File: src/rtl/grid_arbiter_pkg.sv
// Shared constants and types for the grid memory arbiter.
// Holds the grid geometry, field widths and the arbiter FSM encoding.
package grid_arbiter_pkg;

   localparam int GRID_W = 40;
   localparam int GRID_H = 30;
   localparam int CELL_W = 3;
   localparam int X_W    = 6;
   localparam int Y_W    = 5;

   typedef enum logic [1:0] {
      IDLE   = 2'd0,
      ISSUE  = 2'd1,
      LOCKED = 2'd2
   } arb_state_t;

   // Coordinates beyond the visible grid still fit the address fields.
   function automatic logic out_of_range(input logic [X_W-1:0] x, input logic [Y_W-1:0] y);
      return (x > X_W'(GRID_W - 1)) || (y > Y_W'(GRID_H - 1));
   endfunction

endpackage

File: src/rtl/grid_rr_pick.sv
// Two-way round-robin selector between game logic (a) and renderer (b).
// The pointer moves past whichever side wins, so a held pair alternates.
module grid_rr_pick (
   input  logic clock,
   input  logic reset,
   input  logic enable,
   input  logic req_a,
   input  logic req_b,
   output logic gnt_a,
   output logic gnt_b
);

   logic ptr_b;

   always_comb begin
      gnt_a = enable & req_a & (~ptr_b | ~req_b);
      gnt_b = enable & req_b & (ptr_b | ~req_a);
   end

   always_ff @(posedge clock) begin
      if (reset) begin
         ptr_b <= 1'b0;
      end else if (gnt_a | gnt_b) begin
         ptr_b <= gnt_a;
      end
   end

endmodule

File: src/rtl/grid_arbiter.sv
// Single-port grid memory arbiter for loader, game logic and renderer.
// Loader has absolute priority and can lock the port for a full-rate fill.
module grid_arbiter
   import grid_arbiter_pkg::*;
(
   input  logic              clock,
   input  logic              reset,
   input  logic              ld_req,
   input  logic              ld_we,
   input  logic [X_W-1:0]    ld_x,
   input  logic [Y_W-1:0]    ld_y,
   input  logic [CELL_W-1:0] ld_wdata,
   output logic              ld_gnt,
   output logic              ld_rvalid,
   output logic [CELL_W-1:0] ld_rdata,
   input  logic              gl_req,
   input  logic              gl_we,
   input  logic [X_W-1:0]    gl_x,
   input  logic [Y_W-1:0]    gl_y,
   input  logic [CELL_W-1:0] gl_wdata,
   output logic              gl_gnt,
   output logic              gl_rvalid,
   output logic [CELL_W-1:0] gl_rdata,
   input  logic              rd_req,
   input  logic              rd_we,
   input  logic [X_W-1:0]    rd_x,
   input  logic [Y_W-1:0]    rd_y,
   output logic              rd_gnt,
   output logic              rd_rvalid,
   output logic [CELL_W-1:0] rd_rdata,
   output logic [X_W-1:0]    mem_x,
   output logic [Y_W-1:0]    mem_y,
   output logic              mem_we,
   output logic [CELL_W-1:0] mem_wdata,
   input  logic [CELL_W-1:0] mem_rdata,
   input  logic              ld_lock,
   output logic              range_err
);

   arb_state_t        state, state_next;
   logic              any_req, exclusive, rr_en;
   logic              gl_pick, rd_pick, any_gnt;
   logic [X_W-1:0]    sel_x;
   logic [Y_W-1:0]    sel_y;
   logic              sel_we, sel_oor;
   logic [CELL_W-1:0] sel_wdata, read_data;
   logic [2:0]        rvalid_q;
   logic              oor_q, err_q;
   logic              unused_rd_we;

   // The renderer is read-only; its write-enable pin is accepted but never acted on.
   assign unused_rd_we = rd_we;

   assign any_req   = ld_req | gl_req | rd_req;
   assign exclusive = ld_lock | (state == LOCKED);
   assign rr_en     = ~reset & ~ld_req & ~exclusive;

   grid_rr_pick u_rr_pick (
      .clock  (clock),
      .reset  (reset),
      .enable (rr_en),
      .req_a  (gl_req),
      .req_b  (rd_req),
      .gnt_a  (gl_pick),
      .gnt_b  (rd_pick)
   );

   // Route the winner onto the memory port in the same cycle as its grant.
   always_comb begin
      ld_gnt    = ~reset & ld_req;
      gl_gnt    = gl_pick;
      rd_gnt    = rd_pick;
      sel_x     = '0;
      sel_y     = '0;
      sel_we    = 1'b0;
      sel_wdata = '0;
      if (ld_gnt) begin
         sel_x     = ld_x;
         sel_y     = ld_y;
         sel_we    = ld_we;
         sel_wdata = ld_wdata;
      end else if (gl_pick) begin
         sel_x     = gl_x;
         sel_y     = gl_y;
         sel_we    = gl_we;
         sel_wdata = gl_wdata;
      end else if (rd_pick) begin
         sel_x = rd_x;
         sel_y = rd_y;
      end
      any_gnt   = ld_gnt | gl_pick | rd_pick;
      sel_oor   = any_gnt & out_of_range(sel_x, sel_y);
      mem_x     = sel_x;
      mem_y     = sel_y;
      mem_we    = sel_we & ~sel_oor;
      mem_wdata = sel_wdata;
   end

   always_comb begin
      state_next = state;
      case (state)
         IDLE, ISSUE: begin
            if (ld_lock & ld_req) state_next = LOCKED;
            else if (any_req)     state_next = ISSUE;
            else                  state_next = IDLE;
         end
         LOCKED: begin
            if (!ld_lock) state_next = IDLE;
         end
         default: state_next = IDLE;
      endcase
   end

   always_ff @(posedge clock) begin
      if (reset) begin
         state    <= IDLE;
         rvalid_q <= '0;
         oor_q    <= 1'b0;
         err_q    <= 1'b0;
      end else begin
         state    <= state_next;
         rvalid_q <= {rd_pick, gl_pick & ~gl_we, ld_gnt & ~ld_we};
         oor_q    <= sel_oor;
         err_q    <= err_q | sel_oor;
      end
   end

   // Read data follows the memory's one-cycle latency; out-of-range reads return zero.
   always_comb begin
      read_data = oor_q ? '0 : mem_rdata;
      ld_rvalid = ~reset & rvalid_q[0];
      gl_rvalid = ~reset & rvalid_q[1];
      rd_rvalid = ~reset & rvalid_q[2];
      ld_rdata  = ld_rvalid ? read_data : '0;
      gl_rdata  = gl_rvalid ? read_data : '0;
      rd_rdata  = rd_rvalid ? read_data : '0;
      range_err = ~reset & (err_q | sel_oor);
   end

endmodule

File: config.mk
export PLATFORM = sky130hd
export DESIGN_NAME = grid_arbiter
export DESIGN_NICKNAME = d
export VERILOG_FILES = /design/src/rtl/grid_arbiter_pkg.sv /design/src/rtl/grid_rr_pick.sv /design/src/rtl/grid_arbiter.sv
export SDC_FILE = /design/constraint.sdc
export NUM_CORES = 1
export LEC_CHECK = 0
export ABC_AREA = 1
export CORE_MARGIN = 5
export CORE_UTILIZATION = 31
export DETAILED_ROUTE_END_ITERATION = 6
export GPL_ROUTABILITY_DRIVEN = 0
export GPL_TIMING_DRIVEN = 0
export PLACE_DENSITY = 0.91
export REMOVE_ABC_BUFFERS = 1
export SLEW_MARGIN = 20
export SYNTH_ARGS = -nofsm -noshare
export SYNTH_HDL_FRONTEND = slang
export SYNTH_SLANG_ARGS = --single-unit
File: constraint.sdc
create_clock -name clock -period 2.05 [get_ports clock]
set_clock_uncertainty 0.1 [all_clocks]
set_input_delay 0.205 -clock clock [delete_from_list [all_inputs] [get_ports clock]]
set_output_delay 0.205 -clock clock [all_outputs]
set_load 0.005 [all_outputs]
# Word-level counts from Yosys, hierarchy flattened
# Index checks and enable logic that the tools add are counted.
word_totals:
  output_inout_bits: 31
  reg_bits: 8
  inputBits: 51
  elab_cells: 65
op_classes:
  reduce_logical: 3
  bitwise: 34
  n_lt_le_gt_ge: 2
  eq_ne: 3
  mux: 18
op_table:
  columns: ["operator", "count"]
  rows:
  - ["$mux W3", 6]
  - ["$mux W6", 3]
  - ["$and A1 B1 Y1", 16]
  - ["$mux W5", 3]
  - ["$not A1 Y1", 9]
  - ["$or A1 B1 Y1", 9]
  - ["$gt A6 B6 Y1 const B", 1]
  - ["$gt A5 B5 Y1 const B", 1]
  - ["$mux W2", 2]
  - ["$pmux W2 S2", 1]
  - ["$mux W1", 3]
  - ["$eq A2 B1 Y1 const B", 1]
  - ["$eq A2 B2 Y1 const B", 1]
  - ["$logic_not A2 Y1", 1]
  - ["$ne A2 B2 Y1 const B", 1]
  - ["$reduce_or A2 Y1", 1]
  - ["$logic_or A1 B1 Y1", 1]

# Depth between registers and ports, before layout
depth:
  depth_word: 14
  ltp_mapped: 12
  ltp_nobuf: 11

# Hierarchy
# From an unflattened synthesis, not the netlist that was laid out.
hier_totals:
  cells_unflattened: 134
  area_unflattened_um2: 769.5
by_module_without_submodules:
  columns: ["module", "cells_per_inst", "seq_area_each_um2", "area_per_inst_um2", "instances"]
  rows:
  - ["grid_arbiter", 123, 140.1, 703.2, 1]
  - ["grid_rr_pick", 11, 20.0, 66.3, 1]

# Worst setup path after synthesis
# Ideal clock, no wire load.
synth_path:
  path_type: "register to output"
  startpoint: "reg u_rr_pick.ptr_b"
  endpoint: "out mem_we"
  required_ns: 1.745
  path_buffers: 1
  stages_incl_launch_ff: 11
  arrival_time_ns: 1.146
  path_slack_ns: 0.599
  path_cell_list: "dfxtp_1 o21ai_2 nor2_4 buf_6 nand2_1 nand3_1 nand2_1 nand2_1 nand2_2 nand2_2 nor2_2"
synth_via:
  elab_chain_cells: 10
  elab_cells_between_ends: 21
  classes_between: "order compare (2); mux (8); bitwise (10); reduce/logical (1)"
synth_rtl:
  columns: ["item", "line", "source"]
  rows:
  - ["start, declared", "grid_rr_pick.sv:13", "logic ptr_b;"]
  - ["start signal, assigned", "grid_rr_pick.sv:24", "ptr_b <= gnt_a;"]
  - ["$or A1 B1 Y1 (*)", "grid_rr_pick.sv:17", "gnt_b = enable & req_b & (ptr_b | ~req_a);"]
  - ["$and A1 B1 Y1 (*)", "grid_rr_pick.sv:17", null]
  - ["via rd_gnt", "grid_arbiter.sv:28", "output logic rd_gnt,"]
  - ["$mux W6 or $mux W5 (tied branches)", "grid_arbiter.sv:87", "end else if (rd_pick) begin"]
  - ["$mux W6 or $mux W5 (tied branches)", "grid_arbiter.sv:82", "end else if (gl_pick) begin"]
  - ["$mux W6 or $mux W5 (tied branches)", "grid_arbiter.sv:77", "if (ld_gnt) begin"]
  - ["$gt A6 B6 Y1 or $gt A5 B5 Y1 (tied branches)", "grid_arbiter_pkg.sv:19", "return (x > X_W'(GRID_W - 1)) || (y > Y_W'(GRID_H - 1));"]
  - ["$logic_or A1 B1 Y1", "grid_arbiter_pkg.sv:19", null]
  - ["$and A1 B1 Y1 (*)", "grid_arbiter.sv:92", "sel_oor = any_gnt & out_of_range(sel_x, sel_y);"]
  - ["$not A1 Y1 (*)", "grid_arbiter.sv:95", "mem_we = sel_we & ~sel_oor;"]
  - ["$and A1 B1 Y1 (*)", "grid_arbiter.sv:95", null]
  - ["end, declared", "grid_arbiter.sv:33", "output logic mem_we,"]
# Mark *: on every way through the listed nets, which the timed path passes. The rest lies on a longest branch.

# Worst setup path in the final report
layout_path:
  startpoint: "reg state[0]"
  endpoint: "out mem_we"
layout_via:
  elab_chain_cells: 14
  elab_cells_between_ends: 24
  classes_between: "order compare (2); eq/ne (1); mux (8); bitwise (12); reduce/logical (1)"
layout_rtl:
  columns: ["item", "line", "source"]
  rows:
  - ["start, declared", "grid_arbiter.sv:40", "arb_state_t state, state_next;"]
  - ["start signal, assigned", "grid_arbiter.sv:121", "state <= state_next;"]
  - ["$eq A2 B2 Y1 (*)", "grid_arbiter.sv:55", "assign exclusive = ld_lock | (state == LOCKED);"]
  - ["$or A1 B1 Y1 (*)", "grid_arbiter.sv:55", null]
  - ["$not A1 Y1 (*)", "grid_arbiter.sv:56", "assign rr_en = ~reset & ~ld_req & ~exclusive;"]
  - ["$and A1 B1 Y1 (*)", "grid_arbiter.sv:56", null]
  - ["$and A1 B1 Y1 (2 in series)", "grid_rr_pick.sv:17", null]
  - ["$mux W6 or $mux W5 (tied branches)", "grid_arbiter.sv:87", null]
  - ["$mux W6 or $mux W5 (tied branches)", "grid_arbiter.sv:82", null]
  - ["$mux W6 or $mux W5 (tied branches)", "grid_arbiter.sv:77", null]
  - ["$gt A6 B6 Y1 or $gt A5 B5 Y1 (tied branches)", "grid_arbiter_pkg.sv:19", null]
  - ["$logic_or A1 B1 Y1", "grid_arbiter_pkg.sv:19", null]
  - ["$and A1 B1 Y1", "grid_arbiter.sv:92", null]
  - ["$not A1 Y1", "grid_arbiter.sv:95", null]
  - ["$and A1 B1 Y1 (*)", "grid_arbiter.sv:95", null]
# Every way passes the cells marked *; elsewhere a longest branch is shown, timed or not.

==> summary.md <==
Power
- **overall power after layout** 0.5446 mW
- **P_leak** 0.9379 nW
- **largest voltage drop on the vdd net** 0.2139 mV
- **power density normalized to cell area** 302.5 nW/um^2

CTS
- **TritonCTS Buffers** 3
- **clock-pin slew of the registers on the worst-case setup and hold paths** 0.06 ns
- **worst-skew pair later-pin latency** 0.26 ns
- **clock root buffer** clkbuf_4
- **# H-tree levels** 1
- **CTS hold repair buffers** 0
- **clock tree from TritonCTS** yes
- **number of sinks driven by the clock tree** 8
- **number of buffers on the longest clock path** 2

Cells and area
- **fillers** 199
- **Post-layout nets** 285
- **Inserted Diodes** 0
- **post-layout instance count excluding filler cells** 262
- **Layout Area Growth over Synthesis** 124.1%
- **highest-count cells in the layout ignoring fill and taps** 58 x clkdlybuf4s50_1, 31 x nand2_1, 19 x inv_1
- **layout cell share with drive strength beyond 1** 23.71%
- **final core occ** 72.68%
- **leading cell type in the layout, fill and taps excluded** clkdlybuf4s50_1

Drt
- **vias** 1234
- **Pre-Repair DR Iteration Count** 4
- **remaining antenna violation count** 0
- **detailed-route vias per instance** 4.710
- **routed wirelength normalized by instance count** 12.34 um
- **count of routing violations after the opening detailed-route iteration** 23
- **total routed wirelength** 3233 um
- **DRC violation count after routing** 0

STA
- **ratio of final minimum period to clock period** 97.46%
- **final hold violation count** 0
- **maximum operating frequency** 500.5 MHz
- **aggregate negative setup slack** 0 ns
- **transition at the pin with the smallest max-transition slack** 0.3140 ns
- **setup repair after global routing missed its margin** yes
- **final critical path time including I/O delays and setup** 1.998 ns
- **total count of max-transition violations in the final report** 0
- **Max-Slew Margin vs Limit** 78.53%
- **Final setup viols** 0

Critical path
- **endpoint class of the critical path** output port
- **Worst setup SP type** flip-flop
- **largest stage delay on the critical path** 0.31 ns
- **startpoint-to-endpoint class of the critical path** reg2out
- **Arr. time, crit path** 1.69 ns
- **worst path buffer plus inverter count** 6
- **critical path cell sequence** inv_1 -> nand2_2 -> inv_2 -> nor2_4 -> nand2_2 -> inv_4 -> buf_6 -> nand2_1 -> a21oi_2 -> inv_1 -> nor2_2 -> buf_2
- **critical path's slowest cell** dfxtp_1
- **Critical Path RT** 1.75 ns
- **cell family with the largest share of critical-path delay** simple AND/OR/NAND/NOR gates
- **maximum fanout along the worst path** 5

Logic synthesis
- **area of the mapped netlist** 803.3 sq um
- **share of the yosys chip area belonging to registers** 19.94%
- **distinct cell type count after synthesis** 23
- **register bit count reported by yosys** 8
- **total of warnings raised by yosys** 0
- **Syn Inst Count** 137
- **synthesized area divided by synthesized cell count** 5.863 sq um

Die
- **number of rows created at floorplan** 18
- **Die ar.** 3709 sq um
- **effective utilization at floorplan** 32.42%
- **I/O pin cnt** 82
- **CORE AREA** 2477 sq um
- **vertical extent of the die** 60.91 um
- **die outline width** 60.91 um

Min path
- **path type of the worst min-delay path** in2reg

Placed design
- **placed wire-length estimate** 2353 um
- **number of cells in the design after placement** 244
- **total of buffers placed on input and output ports** 80

Global routing
- **via count of the first global-routing pass** 1150
- **wire length of the first global-routing pass** 4774 um
- **number of antenna violations at the first check in global routing** 0
- **Congestion Overflow GR** 0
- **gr usage total** 17.13%
- **largest net degree at the start of global routing** 17

Outcome
- **result of the run** finished clean

Job
- **max-cap violations** 0

## area by class of cell
cell class                 instances  area, sq um  share of cell area (%)
multi-input combinational        101        566.8                   31.48
clock buffer                       3        22.52                   1.251
timing repair buffer              95        915.9                   50.87
inverter                          25        96.34                   5.351
sequential                         8        161.4                   8.965
tap                               30        37.54                   2.085
## path summary, 6_finish.rpt
kind / startpoint / cells past startpoint / end / slack (ns)
setup / recovery: state[0] / 12 / mem_we / 0.05
hold / removal: reset / 2 / u_rr_pick.ptr_b / 0.23
setup reg to reg: u_rr_pick.ptr_b / 9 / err_q / 0.60
hold reg to reg: state[1] / 1 / state[0] / 0.35
## state kept, by name, indices dropped and copies added (netlist names)
| register | cells |
|---|---|
| u_rr_pick.ptr_b | 1 |
| state | 2 |
| rvalid_q | 3 |
| err_q | 1 |
| oor_q | 1 |
## logic make-up (layout without fill, tap and decap cells)
| group | after synthesis | count (layout) | synth area share (%) |
|---|---|---|---|
| and+or+nand+nor | 89 | 89 | 54.20 |
| buffers and inverters | 28 | 123 | 14.95 |
| AOI/OAI and AO/OA | 12 | 12 | 10.90 |
| DFF | 8 | 8 | 19.94 |
## worst register-to-register path, stage by stage (launching register included)
cell and delay (ns):
dfxtp_1 0.37, o21ai_4 0.18, nor2_4 0.05, buf_12 0.14, nand2_1 0.06, nand2_1 0.07
nor2_2 0.11, nand2_1 0.08, nand2_2 0.09, nand3_1 0.08
## where the power goes
group          total (mW)  internal (mW)  switching (mW)
registers           0.167          0.164         0.00343
clock network       0.124         0.0672          0.0572
logic               0.253          0.154          0.0991
total               0.545          0.385           0.160
## synthesized netlist by cell type
| cell type | n | area share, % |
|---|---|---|
| a2111oi_0 | 1 | 1.1 |
| a21oi_1 | 2 | 1.2 |
| a21oi_2 | 1 | 1.1 |
| a22o_1 | 3 | 3.3 |
| buf_4 | 2 | 1.9 |
| buf_6 | 1 | 1.4 |
| dfxtp_1 | 8 | 20 |
| inv_1 | 21 | 9.8 |
| inv_2 | 4 | 1.9 |
| nand2_1 | 33 | 15 |
| nand2_2 | 8 | 6.2 |
| nand3_1 | 15 | 9.3 |
| nand3_2 | 3 | 3.7 |
| nor2_1 | 18 | 8.4 |
| nor2_2 | 4 | 3.1 |
| nor2_4 | 3 | 4.2 |
| nor3_1 | 1 | 0.62 |
| o211a_1 | 1 | 1.2 |
| o21ai_0 | 1 | 0.62 |
| o21ai_1 | 2 | 1.2 |
| o21ai_2 | 1 | 1.1 |
| or2_0 | 1 | 0.78 |
| or2_1 | 3 | 2.3 |
## through the flow
step | hold WS [ns] | worst slack [ns] | cell area, sq um
6_report | 0.2340 | 0.05205 | 1800
5_1_grt | 0.2501 | -0.03926 | 1800
4_1_cts | 0.2322 | 0.002035 | 1792
3_5_place_dp | 0.3504 | -0.6284 | 1615
3_3_place_gp | 0.3519 | -0.5748 | 1615
2_1_floorplan | 0.1774 | 0.5820 | 777.0
## what timing repair did
action	CTS	global route
buffers inserted	14	1
gates resized for setup	38	12
setup endpoints to repair	18	6
pin swaps	8	6
## layer usage
layer	up-vias	routed length (um)	track usage (%)
met3	4	313	5.745
li1	616	-	-
met4	0	45	6.502
met5	-	0	0
met1	555	1215	17.01
met2	59	1658	32.52
No activity file was read; power rests on OpenSTA's default activity.
==> patch 1: new RTL, same flow settings <==
The package constant `CELL_W` goes from 3 to 5.
--- a/src/rtl/grid_arbiter_pkg.sv
+++ b/src/rtl/grid_arbiter_pkg.sv
@@ -4,7 +4,7 @@
 
    localparam int GRID_W = 40;
    localparam int GRID_H = 30;
-   localparam int CELL_W = 3;
+   localparam int CELL_W = 5;
    localparam int X_W    = 6;
    localparam int Y_W    = 5;
 
Ports: changed (7 resized); port bits go from 82 to 96. No check against the original RTL was run, so the function may have changed too.
==> patch 1 against the original RTL <==
  * Sequential share of layout area fell by 1.2 points
  * Sequential cell count is the same
  * First-iteration DRC count is 17% higher
  * Area after synthesis is 13% higher
  * Critical path depth increased by 2
  * Routed wire length is 25% higher
  * Critical endpoint unchanged
  * Design area is 19% higher
  * Non-clock buffer count grew 23
  * Largest power group unchanged
  * Power is 7.5% higher
  * Fmax grew 0.19%
  * Worst setup slack improved by 0.0038 ns
  * Highest routed layer is now met3
  * Count of clock-buffer cells in the layout is the same
==> patch 1: results <==
[status]
outcome = finished clean

[cts]
root_buffer = clkbuf_4
cts_max_path_buffers = 2
insertion_delay_ns = 0.24
htreeDepth = 1

[detailed_routing]
first_iter_violations = 27
finalWirelength_um = 4060
viasPerCell = 4.56
post_drt_wl_per_cell_um = 13.5
firstDrtPassIters = 4

[synth]
synth_commonest_cells = 34 x nand2_1, 24 x nor2_1, 23 x inv_1
synthArstFlopShare = 0
syn_avg_cell_area_um2 = 6.00
synth.area.top_cells = dfxtp_1 18%, nand2_1 14%, nor2_1 9.9%, inv_1 9.5%, nand3_1 7.7%
seq_area_frac_synth = 0.177

[setup_path]
slowest_stage = dfxtp_2
crit_arrival_ns = 1.69
rr_worst_depth = 13
r2r_slack_ns = 0.48

[layout]
reg_top3 = rvalid_q: 3 flops, state: 2 flops
fillers = 203
drive_above_1_share = 0.271
fin_nets = 328

[place]
io_buffer_count = 94
placedInstanceArea_um2 = 1860
pre_cts_ws_ns = -0.875
hpwlAfterDp_um = 2880
place_inst = 273

[global_route]
grt.total_usage = 0.170
grt_pass1_vias = 1355
grt_pass1_wl_um = 5760
grt_max_degree = 20

[power_and_ir_drop]
cellLeakagePower_nw = 1.13
ir_drop_mv = 0.228
switching_share = 0.303

[sta]
timing.final.crit_share = 0.973
worst_pin_slew_ns = 0.236
whs_ns = 0.165
patch 1: cell count changes after synthesis, sizes merged:
cell     change
a22o         +2
nor3         -1
nand2        -2
inv          +2
nand3        +2
o21ai        +1
a311oi       +1
nor2        +10
a2111oi      -1
patch 1: per-layer routing:
metal	part of all wire	vias to the layer above	global-route usage	wire [um]
li1	-	711	-	-
met1	0.36	601	0.165	1440
met2	0.54	57	0.339	2200
met3	0.10	0	0.0560	409
met4	0	0	0.0390	0
met5	0	-	0	0
patch 1: cell type report:
cell class / instances / area, um2 / share of cell area
multi-input combinational: 113 / 691 / 0.322
timing repair buffer: 118 / 1120 / 0.521
sequential: 8 / 166 / 0.0776
clock buffer: 3 / 22.5 / 0.0105
tap: 31 / 38.8 / 0.0181
inverter: 27 / 109 / 0.0508
patch 1: final timing paths:
kind / start / end
setup / recovery: state[0] / mem_we
hold / removal: reset / u_rr_pick.ptr_b
setup reg to reg: state[0] / oor_q
hold reg to reg: state[1] / state[0]
patch 1: power groups by stage:
stage                     Sequential, mW  Clock, mW  Combinational [mW]
after global routing               0.169      0.135               0.324
after floorplan                    0.169          0              0.0954
final                              0.168      0.117               0.301
after detailed placement           0.170          0               0.277
after global placement             0.170          0               0.273
after CTS                          0.167      0.120               0.283
patch 1: logic make-up after synthesis:
family,synth area share
simple gates,0.550
buf+inv,0.144
flops,0.177
compound gates,0.130
patch 1: repair_timing:
action                     in CTS  in global routing
setup buffers                  16                  8
setup endpoints to repair      26                  9
gates resized for setup        39                 26
gates cloned                    1                  0
pin swaps                      10                 13
==> patch 2: new RTL, config.mk and constraints unchanged <==
Without the edit above. Put a register stage on the output `range_err`, without a reset. The value now appears one clock later. The other outputs are not delayed to match.
--- a/src/rtl/grid_arbiter.sv
+++ b/src/rtl/grid_arbiter.sv
@@ -36,6 +36,8 @@
    input  logic              ld_lock,
    output logic              range_err
 );
+
+   logic range_err_d;
 
    arb_state_t        state, state_next;
    logic              any_req, exclusive, rr_en;
@@ -134,7 +136,11 @@
       ld_rdata  = ld_rvalid ? read_data : '0;
       gl_rdata  = gl_rvalid ? read_data : '0;
       rd_rdata  = rd_rvalid ? read_data : '0;
-      range_err = ~reset & (err_q | sel_oor);
+      range_err_d = ~reset & (err_q | sel_oor);
+   end
+
+   always_ff @(posedge clock) begin
+      range_err <= range_err_d;
    end
 
 endmodule
Behaviour: not the same (Yosys sat finds a counterexample within 4 cycles, from zero or initial values and one cycle with reset high).
==> patch 2 against the original RTL <==
  * Cell count stayed put
  * Power rose by 6.8%
  * Routed wire length shrank 3.6%
  * Fmax is 0.82% higher
  * Global-route usage fell by 0.53 points
  * Design area increased by 1.5%
  * Sequential cell count is 1 higher
  * Worst setup slack better by 0.016 ns
  * Area after synthesis is 2.5% higher
  * Critical path type unchanged
  * Critical endpoint is now mem_y[0]
==> patch 2: results <==
[setup_path]
path_max_fanout = 10
reg2reg_to = oor_q
endpoint = mem_y[0]
r2r_slack_ns = 0.64

[layout]
multi_input_area_share = 0.303
fin_area_um2 = 1830
nClkBuffers = 4
buf_share = 0.506
buffers = 93
clk_share = 0.0144
seqCellArea_um2 = 185
fin_nets = 284
fillers = 192
drive_above_1_share = 0.228

[synth]
ys_ff_latch = 9
synth.area.top_cells = dfxtp_1 22%, nand2_1 15%, inv_1 9.6%, nand3_1 9.1%, nor2_1 8.2%
seq_area_frac_synth = 0.219
synth_commonest_cells = 33 x nand2_1, 21 x inv_1, 18 x nor2_1
synth_ff_type = dfxtp_1
postSynthCellCount = 138

[power_and_ir_drop]
ir_drop_mv = 0.245

[cts]
cts-resized-gates = 35
postCtsSetupBuffers = 11

[status]
outcome = finished clean

[detailed_routing]
finalWirelength_um = 3120
post_drt_wl_per_cell_um = 11.9
first_iter_violations = 27

[global_route]
grt_pass1_wl_um = 4650
grt.total_usage = 0.166

[place]
hpwlAfterDp_um = 2410
pre_cts_ws_ns = -0.609
place_inst = 245

[hold_path]
min_from = reset
[patch 2: critical path: stages (launching register included)]
cell	delay, ns
dfxtp_4	0.36
o21ai_4	0.18
nor2_4	0.07
buf_12	0.14
buf_4	0.13
buf_4	0.13
nand2_1	0.06
nand3_1	0.07
dlygate4sd2_1	0.26
[patch 2: where the power goes]
part           internal [mW]  leakage (nW)  total (mW)  switching (mW)
clock network         0.0753        0.0150       0.142          0.0663
registers              0.184        0.0750       0.188         0.00345
logic                  0.156         0.856       0.253          0.0968
total                  0.415         0.945       0.582           0.167
[patch 2: layer usage]
layer,track usage,wire [um]
met1,0.164,1180
met2,0.302,1480
met3,0.0671,395
met4,0.0727,60
met5,0,0
[patch 2: kinds of logic after synthesis]
kind of cell	count (synthesis)	share of synthesized area
buffers and inverters	28	0.146
flip-flops	9	0.219
AO/OA/AOI/OAI	12	0.106
AND/OR/NAND/NOR	89	0.529
